File: src/rtl/dbg_cmd_bridge.sv
// Debug command bridge: buffers host commands in a FIFO, replays them on the debug register bus
// and returns one response per command. Optional ack timeout via `define DBG_TIMEOUT_EN.
module dbg_cmd_bridge #(
  parameter int unsigned ADDR_WIDTH     = 2,
  parameter int unsigned DATA_WIDTH     = 32,
  parameter int unsigned FIFO_DEPTH     = 4,
  parameter int unsigned TIMEOUT_CYCLES = 1024
) (
  input  logic                  clk,
  input  logic                  rst,
  input  logic                  cmd_valid,
  output logic                  cmd_ready,
  input  logic                  cmd_rnw,
  input  logic [ADDR_WIDTH-1:0] cmd_addr,
  input  logic [DATA_WIDTH-1:0] cmd_data,
  output logic                  rsp_valid,
  input  logic                  rsp_ready,
  output logic [DATA_WIDTH-1:0] rsp_data,
  output logic                  rsp_err,
  output logic [ADDR_WIDTH-1:0] dbg_addr,
  output logic [DATA_WIDTH-1:0] dbg_write_data,
  input  logic [DATA_WIDTH-1:0] dbg_read_data,
  output logic                  dbg_wr_en,
  output logic                  dbg_req,
  input  logic                  dbg_ack,
  output logic                  term_req,
  output logic                  trace_start
);

  localparam int unsigned IDX_W = $clog2(FIFO_DEPTH);
  localparam int unsigned PTR_W = IDX_W + 1;
  localparam int unsigned ENT_W = 1 + ADDR_WIDTH + DATA_WIDTH;
  localparam logic [DATA_WIDTH-1:0] TERM_DATA  = {DATA_WIDTH{1'b1}};
  localparam logic [DATA_WIDTH-1:0] TRACE_DATA = {{(DATA_WIDTH-1){1'b1}}, 1'b0};

  if (FIFO_DEPTH < 2 || (FIFO_DEPTH & (FIFO_DEPTH - 1)) != 0 || TIMEOUT_CYCLES < 1) begin : g_bad_param
    $error("dbg_cmd_bridge: FIFO_DEPTH must be a power of two >= 2 and TIMEOUT_CYCLES >= 1");
  end

  typedef enum logic [2:0] {IDLE, SETUP, READ, ISSUE, RESP} state_t;

  state_t            state;
  logic [ENT_W-1:0]  mem [FIFO_DEPTH];
  logic [PTR_W-1:0]  wr_ptr;
  logic [PTR_W-1:0]  rd_ptr;
  logic              ready_en;
  logic              full;
  logic              empty;
  logic              push;
  logic              pop;
  logic [ENT_W-1:0]  head;
  logic              head_rnw;
  logic [ADDR_WIDTH-1:0] head_addr;
  logic [DATA_WIDTH-1:0] head_data;
  logic              head_wr0;
  logic              hold_rnw;

  // ready_en keeps cmd_ready low for the first cycle after reset
  assign full      = (wr_ptr[PTR_W-1] != rd_ptr[PTR_W-1]) && (wr_ptr[IDX_W-1:0] == rd_ptr[IDX_W-1:0]);
  assign empty     = (wr_ptr == rd_ptr);
  assign cmd_ready = ready_en && !full && !rst;
  assign push      = cmd_valid && cmd_ready;
  assign pop       = (state == IDLE) && !empty && !dbg_ack;

  assign head      = mem[rd_ptr[IDX_W-1:0]];
  assign head_rnw  = head[ENT_W-1];
  assign head_addr = head[ENT_W-2 -: ADDR_WIDTH];
  assign head_data = head[DATA_WIDTH-1:0];
  assign head_wr0  = !head_rnw && (head_addr == '0);

  assign dbg_req   = (state == ISSUE) && !dbg_ack && !rst;

  always_ff @(posedge clk) begin
    if (push) mem[wr_ptr[IDX_W-1:0]] <= {cmd_rnw, cmd_addr, cmd_data};
  end

  always_ff @(posedge clk) begin
    if (rst) begin
      wr_ptr   <= '0;
      rd_ptr   <= '0;
      ready_en <= 1'b0;
    end else begin
      ready_en <= 1'b1;
      if (push) wr_ptr <= wr_ptr + PTR_W'(1);
      if (pop)  rd_ptr <= rd_ptr + PTR_W'(1);
    end
  end

`ifdef DBG_TIMEOUT_EN
  localparam int unsigned CNT_W = $clog2(TIMEOUT_CYCLES + 1);
  logic [CNT_W-1:0] cnt;
`else
  assign rsp_err = 1'b0;
`endif

  // Command sequencer; pulses (wr_en, term_req, trace_start) default low every cycle
  always_ff @(posedge clk) begin
    if (rst) begin
      state          <= IDLE;
      hold_rnw       <= 1'b0;
      dbg_addr       <= '0;
      dbg_write_data <= '0;
      dbg_wr_en      <= 1'b0;
      term_req       <= 1'b0;
      trace_start    <= 1'b0;
      rsp_valid      <= 1'b0;
      rsp_data       <= '0;
`ifdef DBG_TIMEOUT_EN
      rsp_err        <= 1'b0;
      cnt            <= '0;
`endif
    end else begin
      dbg_wr_en   <= 1'b0;
      term_req    <= 1'b0;
      trace_start <= 1'b0;
      case (state)
        IDLE: begin
          if (pop) begin
            hold_rnw       <= head_rnw;
            dbg_addr       <= head_addr;
            dbg_write_data <= head_data;
            if (head_wr0 && head_data == TERM_DATA) begin
              term_req  <= 1'b1;
              rsp_valid <= 1'b1;
              state     <= RESP;
            end else begin
              trace_start <= head_wr0 && (head_data == TRACE_DATA);
              dbg_wr_en   <= !head_rnw;
              state       <= SETUP;
            end
          end
        end
        SETUP: begin
          if (hold_rnw) begin
            state <= READ;
          end else if (dbg_addr == '0) begin
            state <= ISSUE;
`ifdef DBG_TIMEOUT_EN
            cnt   <= '0;
`endif
          end else begin
            rsp_valid <= 1'b1;
            state     <= RESP;
          end
        end
        READ: begin
          rsp_data  <= dbg_read_data;
          rsp_valid <= 1'b1;
          state     <= RESP;
        end
        ISSUE: begin
          if (dbg_ack) begin
            rsp_valid <= 1'b1;
            state     <= RESP;
          end
`ifdef DBG_TIMEOUT_EN
          else if (cnt == CNT_W'(TIMEOUT_CYCLES - 1)) begin
            rsp_err   <= 1'b1;
            rsp_valid <= 1'b1;
            state     <= RESP;
          end else begin
            cnt <= cnt + CNT_W'(1);
          end
`endif
        end
        RESP: begin
          if (rsp_ready) begin
            rsp_valid <= 1'b0;
            rsp_data  <= '0;
`ifdef DBG_TIMEOUT_EN
            rsp_err   <= 1'b0;
`endif
            state     <= IDLE;
          end
        end
        default: state <= IDLE;
      endcase
    end
  end

endmodule

File: config.mk
export PLATFORM = sky130hd
export DESIGN_NAME = dbg_cmd_bridge
export DESIGN_NICKNAME = d
export VERILOG_FILES = /design/src/rtl/dbg_cmd_bridge.sv
export SDC_FILE = /design/constraint.sdc
export NUM_CORES = 1
export LEC_CHECK = 0
export BUFFER_PORTS_ARGS = -buffer_cell sky130_fd_sc_hd__buf_2
export CORE_UTILIZATION = 50
export CTS_CLUSTER_DIAMETER = 120
export DETAILED_ROUTE_END_ITERATION = 10
export GPL_ROUTABILITY_DRIVEN = 0
export GPL_TIMING_DRIVEN = 0
export PLACE_DENSITY = 0.77
export SLEW_MARGIN = 20
export SYNTH_ARGS = -nofsm -noshare
export SYNTH_HDL_FRONTEND = slang
export SYNTH_SLANG_ARGS = --single-unit
File: constraint.sdc
create_clock -name clk -period 3.1 [get_ports clk]
set_input_delay 0.155 -clock clk [delete_from_list [all_inputs] [get_ports clk]]
set_output_delay 0.155 -clock clk [all_outputs]
set_load 0.02 [all_outputs]
==> flow_metrics.env <==
export IMPL_routed_wl_um=19900
export IMPL_critPathMaxStageDelay_ns=0.34
export IMPL_cp_data_arrival_time_ns=2.59
export IMPL_setup_worst_path_start_class="flop"
export IMPL_die_h_um=130
export IMPL_hpwl_um=12700
export IMPL_ys_ff_latch=223
export IMPL_cts_hold_buffers=68
export IMPL_antenna_cells=0
export IMPL_relSlewSlack_pct=47.9
export IMPL_initial_core_util_pct=51.5
export IMPL_drive_gt1_share_pct=28.0
export IMPL_clock_sinks=223
export IMPL_yosysTopAreaCellShare_pct=51.0
export IMPL_grt_pass1_vias=5704
export IMPL_crit_top_cell="nand4_1"
export IMPL_clkTransAtPathRegs_ns=0.06
export IMPL_netlist_top_cells_count="edfxtp_1, dfxtp_1, nand2_1, nor2_1, a21oi_1"
export IMPL_io_pins=145
export IMPL_synth_area_mm2=0.00825
export IMPL_crit_slowest_cell="buf_2"
export IMPL_syn_to_final_growth_pct=30.6
export IMPL_crit_chain="clkbuf_2, buf_2, mux4_2, nand4_1, nor4_4, nand4_1, nor4b_1"
export IMPL_r2r_setup_slack_ns=0.87
export IMPL_fin_nets=860
export IMPL_finalSetupViolCount=0
export IMPL_place_area_mm2=0.00931
export IMPL_timing_critical_path_buf_inv=2
export IMPL_synth_top_area_cell="edfxtp_1"
export IMPL_synth_edff_count=140
export IMPL_critPathRequiredTime_ns=3.47
export IMPL_cp_end_kind="flop"
export IMPL_peakVddDrop_v=0.000513
export IMPL_p_per_area_mw_per_mm2=640
export IMPL_yosysSeqAreaShare_pct=71.1
export IMPL_num_rows=46
export IMPL_finalClockSkew_ns=0.0155
export IMPL_overflow=0
export IMPL_htreeDepth=1
export IMPL_wl_per_cell_um=19.5
export IMPL_fin_tns_setup_ns=0
export IMPL_yosysUniqueCellTypes=44
export IMPL_grt_max_degree=28
export IMPL_cts_buffers=23
export IMPL_maxCapViolCount=0
export IMPL_synth_cells=544
export IMPL_critical_path_class="flop to flop"
export IMPL_post_cts_setup_buffers=0
export IMPL_synth_most_common_cell="edfxtp_1"
export IMPL_fmax_ghz=0.449
export IMPL_hold_viol=0
export IMPL_worst_hold_path_endpoint="wr_ptr[1]"
export IMPL_io_buffers=142
export IMPL_cp_max_fo=10
export IMPL_slew_violations=0
export IMPL_nFillCells=1100
export IMPL_ant_nets=0
export IMPL_synth_warnings=0
export IMPL_dr_total_vias=5582
export IMPL_synth_ff_type="edfxtp_1"
export IMPL_dr_first_iter_drc_count=353
export IMPL_path_delay_family="simple AND/OR/NAND/NOR gates"
export IMPL_drc_errors=0
export IMPL_clk_latency_ns=0.51
export IMPL_clockBufferDepth=3
export IMPL_finalCriticalPeriod_ns=2.23
export IMPL_ys_async_sr_fraction_pct=0
export IMPL_die_w_um=130
export IMPL_p_leak_nw=4.07
export IMPL_grt_usage_pct=23.7
export IMPL_rr_endpoint="dbg_wr_en"
export IMPL_grt_pass1_wl_um=29800
export IMPL_rsz0062_at_grt="false"
export IMPL_drt_pass1_iter_count=5
export IMPL_design_area_mm2=0.0108
export IMPL_hold_depth=3
export IMPL_post_route_period_util_pct=71.8
export IMPL_synth_area_per_cell_um2=15.2
export IMPL_worst_slew_pin_transition_ns=0.782
export IMPL_die_area_mm2=0.0170
export IMPL_cts_resized=0
export IMPL_status="completed"
export IMPL_clockRootBuffer="clkbuf_16"
export IMPL_syn_nets=621
export IMPL_synth_area_leaders="edfxtp_1, dfxtp_1, mux4_2"
export IMPL_holdCritStartpoint="cmd_valid"
export IMPL_reg2reg_depth=7
export IMPL_hold_class="input port to flop"
export IMPL_cts_tree="yes"
export IMPL_grt_antenna_before_repair=0
export IMPL_drt_vias_per_instance=5.49
export IMPL_core_area_mm2=0.0160
==> layout by cell type (no fill, tap or decap), types with 4 or more instances in the layout <==
cell / instances
buf_2: 146
edfxtp_1: 140
dfxtp_1: 83
nand2_1: 79
dlygate4sd3_1: 68
nor2_1: 44
a21oi_1: 37
a22oi_1: 32
clkbuf_1: 24
mux4_2: 23
clkbuf_16: 23
mux4_1: 12
nand4_1: 6
inv_1: 5
xor2_1: 5
and3_2: 5
ha_1: 5
buf_6: 4
clkinv_2: 4
buf_12: 4
==> through the flow <==
stage	total power, W	cells	setup slack, ns	util (%)	hold slack [ns]
floorplan	0.00381	544	0.734	-	0.254
global placement	0.00404	902	0.126	57.7	0.362
detailed placement	0.00407	906	0.937	58.2	0.372
CTS	0.00692	1016	0.899	67.3	0.0280
global route	0.00712	1016	0.729	67.3	0.0540
finish	0.00689	1016	0.874	67.3	0.0592
==> worst register-to-register path: stages, from the launching register on <==
cell and delay, ns:
dfxtp_1 0.31, clkbuf_2 0.23, buf_2 0.34, mux4_2 0.30
nand4_1 0.23, nor4_4 0.32, nand4_1 0.16, nor4b_1 0.18
==> cell families after synthesis <==
logic type	count (synthesis)	synth area share, %
flip-flops	223	71.1
AND/OR/NAND/NOR	153	8.60
AO/OA/AOI/OAI	81	6.19
buffers and inverters	37	2.17
multiplexers	36	10.2
XOR/XNOR	8	0.850
adder cells (fa/ha/maj)	5	0.759
other	1	0.0455
==> how the worst max path moves through the flow <==
stage | cells past startpoint | slack, ns | start | to
global route | 7 | 0.73 | flop | dbg_wr_en
CTS | 7 | 0.90 | flop | dbg_wr_en
floorplan | 5 | 0.73 | wr_ptr[0] | wr_ptr[2]
global placement | 5 | 0.13 | wr_ptr[0] | wr_ptr[2]
detailed placement | 7 | 0.94 | flop | dbg_wr_en
finish | 7 | 0.87 | flop | dbg_wr_en
==> state kept, by name, indices dropped and copies added (netlist names), named ones only <==
name	flops
dbg_addr	2
dbg_wr_en	1
dbg_write_data	32
hold_rnw	1
mem	140
rd_ptr	3
ready_en	1
rsp_data	32
rsp_valid	1
state	3
term_req	1
trace_start	1
wr_ptr	3
==> per-layer routing <==
layer | part of all wire, % | global-route usage [%] | up-vias
met3 | 8.7 | 5.62 | 31
met5 | 0 | 0 | -
met1 | 38 | 27.4 | 2735
met4 | 2.2 | 8.05 | 0
met2 | 51 | 43.1 | 277
li1 | - | - | 2539
==> area by class of cell <==
cell class,instances,area (um^2),area share [%]
inverter,5,18.8,0.174
buffer,32,160,1.49
tap,216,270,2.51
clock buffer,31,636,5.90
clock inverter,11,141,1.31
multi-input combinational,284,2210,20.5
sequential,223,5870,54.5
timing repair buffer,214,1470,13.7
==> power breakdown <==
group,switching (W),internal (W)
sequential,0.0000564,0.00324
clock,0.00111,0.00170
combinational,0.000454,0.000332
total,0.00162,0.00527
(Power assumes the default switching activity.)
